### config.mk
export PLATFORM = sky130hd
export DESIGN_NAME = cnn_inference_controller
export DESIGN_NICKNAME = d
export VERILOG_FILES = /design/src/rtl/cnn_pkg.sv /design/src/rtl/cnn_result_cache.sv /design/src/rtl/cnn_inference_controller.sv
export SDC_FILE = /design/constraint.sdc
export NUM_CORES = 1
export LEC_CHECK = 0
export CORE_UTILIZATION = 60
export CTS_CLUSTER_SIZE = 20
export DETAILED_ROUTE_END_ITERATION = 7
export MAX_ROUTING_LAYER = met4
export PLACE_DENSITY = 0.85
export SYNTH_ARGS = -nofsm -noshare
export SYNTH_HDL_FRONTEND = slang
export SYNTH_SLANG_ARGS = --single-unit
### constraint.sdc
create_clock -name clk -period 6.7 [get_ports clk]
set_input_delay 1.34 -clock clk [delete_from_list [all_inputs] [get_ports clk]]
set_output_delay 1.34 -clock clk [all_outputs]
set_load 0.02 [all_outputs]
### src/rtl/cnn_pkg.sv
// Shared types and helpers for the CNN inference controller and its result cache.
package cnn_pkg;

  typedef enum logic [2:0] {
    IDLE,
    LOOKUP,
    LAUNCH,
    WAIT,
    READ,
    COMMIT
  } state_t;

  function automatic int cls_width(input int n);
    return (n < 2) ? 1 : $clog2(n);
  endfunction

endpackage

### src/rtl/cnn_result_cache.sv
// Per-image result cache: valid vector plus class array, one async read port, one write port.
// Clear is a single-cycle wipe of the valid bits; clear takes priority over a same-cycle write.
module cnn_result_cache #(
  parameter int IDX_W = 5,
  parameter int CLS_W = 4
) (
  input  logic             clk,
  input  logic             reset,
  input  logic             clear,
  input  logic [IDX_W-1:0] rd_index,
  output logic             rd_valid,
  output logic [CLS_W-1:0] rd_class,
  input  logic             wr_en,
  input  logic [IDX_W-1:0] wr_index,
  input  logic [CLS_W-1:0] wr_class
);

  localparam int DEPTH = 2 ** IDX_W;

  logic [DEPTH-1:0] valid;
  logic [CLS_W-1:0] cls_mem [DEPTH];

  always_ff @(posedge clk) begin
    if (reset || clear) begin
      valid <= '0;
    end else if (wr_en) begin
      valid[wr_index] <= 1'b1;
    end
  end

  always_ff @(posedge clk) begin
    if (wr_en) begin
      cls_mem[wr_index] <= wr_class;
    end
  end

  assign rd_valid = valid[rd_index];
  assign rd_class = cls_mem[rd_index];

endmodule

### src/rtl/cnn_inference_controller.sv
// Sequences one CNN inference: cache lookup, engine launch/wait, score readout with argmax, commit.
// Miss latency 3 + wait cycles + NUM_CLASSES + 1; hit latency 2; start ignored while busy.
module cnn_inference_controller
  import cnn_pkg::*;
#(
  parameter int          NUM_CLASSES    = 10,
  parameter int          SCORE_W        = 32,
  parameter int          IDX_W          = 5,
  parameter int unsigned TIMEOUT_CYCLES = 4096,
  localparam int         CLS_W          = cls_width(NUM_CLASSES)
) (
  input  logic                      clk,
  input  logic                      reset,
  input  logic                      start,
  input  logic [IDX_W-1:0]          image_index,
  input  logic                      use_cache,
  input  logic                      cache_clear,
  output logic                      eng_start,
  input  logic                      eng_done,
  output logic [CLS_W-1:0]          eng_rd_addr,
  input  logic signed [SCORE_W-1:0] eng_rd_data,
  output logic                      busy,
  output logic                      done,
  output logic [CLS_W-1:0]          predicted_class,
  output logic signed [SCORE_W-1:0] max_score,
  output logic                      cache_hit,
  output logic                      timeout_err
);

  localparam logic [CLS_W:0] RD_LAST = (CLS_W+1)'(NUM_CLASSES);
  localparam logic [CLS_W:0] RD_PEN  = (CLS_W+1)'(NUM_CLASSES - 1);

  state_t                    state;
  logic [IDX_W-1:0]          idx_r;
  logic                      use_cache_r;
  logic                      hit_r;
  logic                      to_r;
  logic [31:0]               wait_cnt;
  logic [CLS_W:0]            rd_cnt;
  logic signed [SCORE_W-1:0] best_score;
  logic [CLS_W-1:0]          best_idx;

  logic                      c_rd_valid;
  logic [CLS_W-1:0]          c_rd_class;
  logic                      c_clear;
  logic                      c_wr_en;

  assign c_clear = (state == IDLE) && cache_clear;
  assign c_wr_en = (state == COMMIT) && !hit_r && !to_r;

  cnn_result_cache #(
    .IDX_W (IDX_W),
    .CLS_W (CLS_W)
  ) u_cache (
    .clk      (clk),
    .reset    (reset),
    .clear    (c_clear),
    .rd_index (idx_r),
    .rd_valid (c_rd_valid),
    .rd_class (c_rd_class),
    .wr_en    (c_wr_en),
    .wr_index (idx_r),
    .wr_class (best_idx)
  );

  always_ff @(posedge clk) begin
    if (reset) begin
      state           <= IDLE;
      idx_r           <= '0;
      use_cache_r     <= 1'b0;
      hit_r           <= 1'b0;
      to_r            <= 1'b0;
      wait_cnt        <= '0;
      rd_cnt          <= '0;
      best_score      <= '0;
      best_idx        <= '0;
      eng_start       <= 1'b0;
      eng_rd_addr     <= '0;
      busy            <= 1'b0;
      done            <= 1'b0;
      predicted_class <= '0;
      max_score       <= '0;
      cache_hit       <= 1'b0;
      timeout_err     <= 1'b0;
    end else begin
      eng_start <= 1'b0;
      done      <= 1'b0;
      case (state)
        IDLE: begin
          if (start) begin
            idx_r       <= image_index;
            use_cache_r <= use_cache;
            busy        <= 1'b1;
            state       <= LOOKUP;
          end
        end
        LOOKUP: begin
          to_r       <= 1'b0;
          best_score <= '0;
          best_idx   <= '0;
          if (use_cache_r && c_rd_valid) begin
            hit_r <= 1'b1;
            state <= COMMIT;
          end else begin
            hit_r     <= 1'b0;
            eng_start <= 1'b1;
            state     <= LAUNCH;
          end
        end
        LAUNCH: begin
          wait_cnt <= '0;
          state    <= WAIT;
        end
        WAIT: begin
          if (eng_done) begin
            rd_cnt      <= '0;
            eng_rd_addr <= '0;
            state       <= READ;
          end else if (TIMEOUT_CYCLES != 0 && wait_cnt == TIMEOUT_CYCLES - 1) begin
            to_r  <= 1'b1;
            state <= COMMIT;
          end else begin
            wait_cnt <= wait_cnt + 32'd1;
          end
        end
        READ: begin
          // Data seen in cycle k belongs to the address issued in cycle k-1.
          if (rd_cnt != '0 && eng_rd_data > best_score) begin
            best_score <= eng_rd_data;
            best_idx   <= CLS_W'(rd_cnt - (CLS_W+1)'(1));
          end
          if (rd_cnt < RD_PEN) begin
            eng_rd_addr <= eng_rd_addr + CLS_W'(1);
          end
          if (rd_cnt == RD_LAST) begin
            eng_rd_addr <= '0;
            state       <= COMMIT;
          end else begin
            rd_cnt <= rd_cnt + (CLS_W+1)'(1);
          end
        end
        COMMIT: begin
          done            <= 1'b1;
          busy            <= 1'b0;
          cache_hit       <= hit_r;
          timeout_err     <= to_r;
          predicted_class <= hit_r ? c_rd_class : (to_r ? '0 : best_idx);
          max_score       <= (hit_r || to_r) ? '0 : best_score;
          state           <= IDLE;
        end
        default: state <= IDLE;
      endcase
    end
  end

endmodule

# [After elaboration in Yosys (flattened, before gate mapping)]
# Memories as Yosys holds them, arrays and structs flattened. A register that Yosys moved wholly into a read port is not among the register bits.
# Cells that the tools add are included.
[word_totals] output_inout_bits=45 mem_count=1 word_cells=111 ramBits=128 in_bits=43 reg_bits=161
[classes] n_reduce_logical=26 addsub=4 n_lt_le_gt_ge=4 bitwise=2 eq_ne=17 mux=39
[mem_list] memory="u_cache.cls_mem" depth=32 width=4 read_ports=1 rd_ports_with_merged_regs=1 wr=1 line="cnn_result_cache.sv:21" rtl="logic [CLS_W-1:0] cls_mem [DEPTH];"
[op_table] cell="$mux W32" n=4
[op_table] cell="$pmux W32 S2" n=2
[op_table] cell="$add A32 B1 Y32 const B" n=1
[op_table] cell="$eq A32 B12 Y1 const B" n=1
[op_table] cell="$gt A32 B32 Y1" n=1
[op_table] cell="$or A32 B32 Y32" n=1
[op_table] cell="$mux W4" n=6
[op_table] cell="$mux W5" n=4
[op_table] cell="$ne A2 B2 Y1 const B" n=8
[op_table] cell="$pmux W4 S2" n=2
[op_table] cell="$mux W3" n=5
[op_table] cell="$pmux W3 S5" n=1
[op_table] cell="$reduce_and A3 Y1" n=5
[op_table] cell="$mux W1" n=10
[op_table] cell="$pmux W5 S2" n=1
[op_table] cell="$reduce_bool A2 Y1" n=5
[op_table] cell="$eq A3 B2 Y1 const B" n=2
[op_table] cell="$eq A3 B3 Y1 const B" n=2
[op_table] cell="$logic_and A1 B1 Y1" n=6
[op_table] cell="$lt A5 B6 Y1 const B" n=1
[op_table] cell="$ne A3 B3 Y1 const B" n=2
[op_table] cell="$reduce_and A2 Y1" n=3
[op_table] cell="$add A5 B1 Y5 const B" n=1
[op_table] cell="$bmux W1 S5" n=1
[op_table] cell="14 further kinds" n=17

# [Longest topological paths before layout]
# Gate-level depths: netlist (run 1).
[logic_depth] word_depth=5 mapped_depth=10 mapped_depth_nobuf=9

# [Modules after synthesis]
# From an unflattened synthesis (run 1), not the netlist that was laid out.
[hier_totals] cells_unflattened=986 area_unflattened_um2=12215.5
[modules_own_cells] module="cnn_result_cache" n_inst=1 cells_each=307 area_per_inst_um2=6182.2 seq_area_each_um2=4484.3
[modules_own_cells] module="cnn_inference_controller" n_inst=1 cells_each=679 area_per_inst_um2=6033.3 seq_area_each_um2=2582.5

# [Worst setup path after synthesis (run 1)]
# OpenSTA, ideal clock, no wires.
[synth_path] path_type="input to register" startpoint="in eng_rd_data[7]" endpoint="reg best_score[10]" t_required_ns=6.641 slack_ns=2.857 stages=9 path_buffers=1 setup_time_ns=0.059 arrival_ns=3.784 path_cell_list="ha_1 > a21oi_2 > o21ai_1 > o2bb2ai_1 > o41a_1 > or4_4 > a2111oi_4 > buf_6 > a22o_1"
[synth_via] elab_chain_len=4
[synth_lines] item="start, declared" line="cnn_inference_controller.sv:21" rtl="input logic signed [SCORE_W-1:0] eng_rd_data,"
[synth_lines] item="$gt A32 B32 Y1" line="cnn_inference_controller.sv:128" rtl="if (rd_cnt != '0 && eng_rd_data > best_score) begin"
[synth_lines] item="$logic_and A1 B1 Y1" line="cnn_inference_controller.sv:128"
[synth_lines] item="$ne A2 B2 Y1 (no source line)"
[synth_lines] item="$reduce_and A2 Y1 (no source line)"
[synth_lines] item="end signal, assigned" line="cnn_inference_controller.sv:129" rtl="best_score <= eng_rd_data;"
[synth_lines] item="end, declared" line="cnn_inference_controller.sv:40" rtl="logic signed [SCORE_W-1:0] best_score;"
# No other way between the ends.
# A chain may end at the register's enable or synchronous reset.

# [Worst setup path in the final report (run 1)]
[layout_path] startpoint="in eng_rd_data[1]" endpoint="reg best_score[29]"
# Same word-level chain as after synthesis.

==> results.json, run 1 <==
{
  "fin_tns_setup_ps": 0,
  "wl_per_cell_um": 20.1,
  "power_mw": 3.85,
  "power_density_nw_per_um2": 271,
  "ys_seq_area_share_pct": 59.2,
  "cts_sinks": 294,
  "arrival_ps": 4730,
  "grt_pass1_vias": 7759,
  "max_cap_violations": 0,
  "ant_nets": 0,
  "area_growth_syn_to_layout_pct": 17.1,
  "antennaDiodeCount": 0,
  "synthFlopType": "dfxtp_1",
  "drc": 0,
  "synth_edf_count": 128,
  "nFillCells": 1299,
  "core-area_um2": 19700,
  "die_w_um": 144,
  "cts_setup_buffers": 0,
  "initial_utilization_pct": 61.6,
  "fin_crit_sh_pct": 63.4,
  "grt_pass1_wl_um": 41100,
  "p_leak_nw": 5.09,
  "status": "finished clean",
  "syn_inst": 959,
  "synth_top_area_cell": "edfxtp_1",
  "crit_type": "primary input to flip-flop",
  "netlist_area_um2": 12100,
  "syn_area_per_cell_um2": 12.6,
  "max_slew_margin_pct": 16.7,
  "finalCriticalPeriod_ps": 4250,
  "final_cell_count_no_fill": 1319,
  "drive_gt1_share_pct": 11.4,
  "synth_top_area_share_pct": 31.7,
  "finalSetupViolations": 0,
  "hold_class": "flip-flop to flip-flop",
  "finalHoldViolCount": 0,
  "die_y_um": 144,
  "path_clk_slew_ps": 60,
  "crit_required_ps": 7180,
  "num_vias": 8021,
  "viasPerCell": 6.08,
  "clock_latency_ps": 540,
  "drt_first_pass_iters": 5,
  "crit_start": "eng_rd_data[1]",
  "grt_max_degree": 62,
  "endpoint_kind": "flip-flop",
  "grt.total_usage_pct": 26.9,
  "dpl.hpwl_um": 16900,
  "slew_violations": 0,
  "ctsHoldBuffers": 0,
  "fin_util_pct": 72.2,
  "rows": 51,
  "drt-initial-drc-count": 580,
  "io_buffers": 87,
  "clockBufferDepth": 3,
  "antenna_found_initial": 0,
  "startpoint_type": "primary input",
  "h-tree-depth": 1,
  "synth.most_common_cell": "dfxtp_1",
  "post_cts_resized": 0,
  "synth_warnings": 0,
  "skew_ps": 8.43,
  "path_max_fanout": 28,
  "hold_start": "u_cache.valid[27]",
  "cts_made_buffers": 29,
  "syn_nets": 1040,
  "synthArstFlopShare_pct": 0,
  "yosys-top-cells-count": "166 x dfxtp_1, 128 x edfxtp_1, 123 x nor2_1",
  "rsz0062_at_grt": "no",
  "place_inst": 1265,
  "ys_ff_latch": 294,
  "pin_count": 88,
  "grt_overflow": 0,
  "ir_drop_v": 0.000277,
  "finalWirelength_um": 26500,
  "max_freq_ghz": 0.235,
  "die_area_um2": 20800,
  "ys_types": 54,
  "gp_congestion": 0.834,
  "root_buffer": "clkbuf_16",
  "cts_tree": "yes",
  "synthTopCellsByArea": "edfxtp_1 32%, dfxtp_1 27%, mux4_2 9.3%",
  "final_nets": 1112,
  "r2r-start": "best_score[13]",
  "worstMarginPinSlew_ps": 1250
}
==> state kept, by name, indices dropped and copies added, names as in the netlist, named ones only <==
name,flops
best_idx,4
best_score,32
busy,1
cache_hit,1
done,1
eng_rd_addr,4
eng_start,1
hit_r,1
idx_r,5
max_score,32
predicted_class,4
rd_cnt,5
state,3
timeout_err,1
to_r,1
u_cache.cls_mem,128
u_cache.valid,32
use_cache_r,1
wait_cnt,32
==> worst max-delay path, stage by stage <==
cell	delay (ps)
clkdlybuf4s50_1	440
ha_1	350
nor2b_1	150
o211ai_1	160
a2111oi_0	120
o41a_1	380
or4_4	530
a2111oi_4	630
buf_4	410
a22o_1	190
==> report_power, final <==
group | leakage, nW | switching [mW] | internal (mW)
combinational | 1.75 | 0.113 | 0.0848
sequential | 2.83 | 0.0360 | 1.87
clock | 0.512 | 0.670 | 1.08
total | 5.09 | 0.819 | 3.03
==> cell usage in the layout, fill, tap and decap left out, drive strengths merged, types with 15 or more instances in the layout <==
cell and instances:
nand4 27, xor2 17, inv 40, a22oi 36, nor3 15, o21a 34
mux4 50, edfxtp 128, clkbuf 37, a21oi 29, nand2 30, a22o 37
ha 38, dfxtp 166, nand3 17, clkdlybuf4s50 86, nor2 123
==> layout make-up <==
class | instances | area [um2] | share of cell area [%]
clock buffers | 37 | 807 | 5.69
clock inverters | 17 | 241 | 1.70
inverters | 39 | 146 | 1.03
multi-input cells | 573 | 4580 | 32.2
flip-flops and latches | 294 | 7170 | 50.5
well taps | 265 | 332 | 2.34
repair buffers | 94 | 918 | 6.47
==> cell families (layout without fill, tap and decap cells) <==
kind of cell | Yosys count | after routing | share of synthesized area (%)
muxes | 64 | 64 | 10.5
adders and majority gates | 38 | 38 | 3.93
buffers and inverters | 92 | 187 | 3.13
xor gates and xnor gates | 31 | 31 | 2.24
and+or+nand+nor | 266 | 266 | 10.5
AOI/OAI and AO/OA | 174 | 174 | 10.5
DFF | 294 | 294 | 59.2
==> routing by layer <==
layer	global-route usage [%]	part of all wire [%]	vias to the layer above
met2	43.7	49	303
met1	35.1	41	3934
met3	3.87	7.3	52
li1	-	-	3732
met4	8.34	2.5	0
met5	-	0	-
==> through the flow <==
step / hold WS (ps) / setup slack, ps / area, um2
6_report: 458 / 2450 / 14200
5_1_grt: 481 / 2270 / 14200
4_1_cts: 461 / 2500 / 14200
3_5_place_dp: 448 / 1950 / 13100
3_3_place_gp: 441 / 2040 / 13100
2_1_floorplan: 435 / 2860 / 12100
==> path summary, 6_finish.rpt <==
| path | end | slack, ps | cells past startpoint |
|---|---|---|---|
| worst max-delay path | best_score[29] | 2450 | 10 |
| worst min-delay path | u_cache.valid[27] | 460 | 1 |
| worst min register to register | u_cache.valid[27] | 460 | 1 |
| worst max register to register | best_score[29] | 3300 | 10 |
(Power assumes the default switching activity.)
==> inputs of run 2 (changes only) <==
CORE_UTILIZATION = 53   (was 60)
PLACE_DENSITY = 0.8   (was 0.85)
clock period = 3.4 ns   (was 6.7 ns; I/O delays follow)
==> results.json, run 2 (synthesis gave the netlist of run 1 again) <==
{
  "status": "finished clean",
  "final_cell_count_no_fill": 1354,
  "power_density_nw_per_um2": 510,
  "multi_input_area_um2": 4580,
  "hold_class": "flip-flop to flip-flop",
  "final_common_cell": "dfxtp_1",
  "clock_latency_ps": 550,
  "cts_setup_buffers": 0,
  "die_y_um": 153,
  "post_cts_resized": 0,
  "finalCriticalPeriod_ps": 3160,
  "finalSetupViolations": 0,
  "pin_count": 88,
  "grt_pass1_vias": 7849,
  "drc": 0,
  "core-area_um2": 22100,
  "arrival_ps": 3640,
  "gp_congestion": 0.856,
  "grt_max_degree": 37,
  "max_cap_violations": 0,
  "dpl.hpwl_um": 17100,
  "max_freq_ghz": 0.317,
  "finalHoldViolCount": 0,
  "grt_pass1_wl_um": 41800,
  "grt.total_usage_pct": 23.4,
  "drt_first_pass_iters": 5,
  "largest-register": "u_cache.cls_mem",
  "viasPerCell": 5.93,
  "ctsHoldBuffers": 0,
  "cts_made_buffers": 29,
  "mostFrequentLayoutCells": "165 x dfxtp_1, 128 x edfxtp_1, 123 x nor2_1",
  "fin_crit_sh_pct": 92.8,
  "h-tree-depth": 1,
  "path_max_fanout": 36,
  "antenna_found_initial": 0,
  "rows": 54,
  "nFillCells": 1563,
  "grt_overflow": 0,
  "endpoint_kind": "flip-flop",
  "finalWirelength_um": 26100,
  "ant_nets": 0,
  "wl_per_cell_um": 19.3,
  "largest_reg_flops": 128,
  "crit_required_ps": 3880,
  "io_buffers": 87,
  "startpoint_type": "primary input",
  "die_area_um2": 23500,
  "ir_drop_v": 0.000514,
  "root_buffer": "clkbuf_16",
  "use_met3_pct": 3.49,
  "antennaDiodeCount": 0,
  "path_clk_slew_ps": 60,
  "num_vias": 8035,
  "slew_violations": 0,
  "final_nets": 1133,
  "place_inst": 1301,
  "regArea_um2": 7170,
  "grt_use_met1_pct": 30.3,
  "area_growth_syn_to_layout_pct": 17.9,
  "initial_utilization_pct": 54.8,
  "worstMarginPinSlew_ps": 1280,
  "drt-initial-drc-count": 615,
  "fin_util_pct": 64.6,
  "drive_gt1_share_pct": 12.7,
  "power_mw": 7.28,
  "p_leak_nw": 5.14,
  "crit_type": "primary input to flip-flop",
  "skew_ps": 12.5,
  "cts_sinks": 294,
  "preCtsSetupSlack_ps": -301,
  "rsz0062_at_grt": "no",
  "busiest_layer": "met2",
  "max_slew_margin_pct": 14.6,
  "cts_tree": "yes",
  "holdWs_ps": 465,
  "clockBufferDepth": 3,
  "die_w_um": 153,
  "use_met2_pct": 38.1,
  "worst_slack_ps": 244
}
-- run 2: cell types whose count changed in the layout (fill, tap and decap cells not counted), sizes merged --
| cell | before | now |
|---|---|---|
| buf | 8 | 29 |
| bufinv | 6 | 2 |
| clkbuf | 37 | 40 |
| clkinv | 8 | 7 |
| inv | 40 | 41 |
-- run 2: final timing paths --
check	slack (ps)	end	depth (start not counted)	from
worst max-delay path	240	best_score[15]	10	eng_rd_data[7]
worst min-delay path	470	u_cache.valid[25]	1	u_cache.valid[25]
worst max register to register	420	best_score[15]	10	best_score[5]
worst min register to register	470	u_cache.valid[25]	1	u_cache.valid[25]
-- run 2: through the flow --
step | area (um2) | TNS [ps]
global placement | 13300 | -8500
floorplan | 12100 | 0
CTS | 14300 | 0
global route | 14300 | 0
finish | 14300 | 0
detailed placement | 13300 | -10020
-- run 2: layer usage --
| metal | part of all wire (%) | up-vias |
|---|---|---|
| li1 | - | 3779 |
| met1 | 43 | 3917 |
| met2 | 49 | 284 |
| met3 | 6.0 | 55 |
| met4 | 2.5 | 0 |
| met5 | 0 | - |
-- run 2: critical path: stages --
cell and delay [ps]:
clkdlybuf4s50_1 430, ha_1 350, a21oi_2 140, o21ai_1 90, o2bb2ai_1 140, o41a_1 460, or4_4 510, a2111oi_4 410
buf_12 250, a22o_1 160
-- run 2: layout make-up --
cell class | count | share of cell area [%]
Timing Repair Buffer | 115 | 7.71
Clock inverter | 13 | 0.903
Multi-Input combinational cell | 573 | 32.0
Tap cell | 280 | 2.45
Clock buffer | 40 | 5.65
Inverter | 39 | 1.03
Sequential cell | 294 | 50.2
-- run 2: where the power goes --
group	internal, mW	switching (mW)	leakage, nW
Combinational	0.187	0.232	1.85
Clock	1.81	1.32	0.455
Sequential	3.68	0.0592	2.83
Total	5.68	1.61	5.14
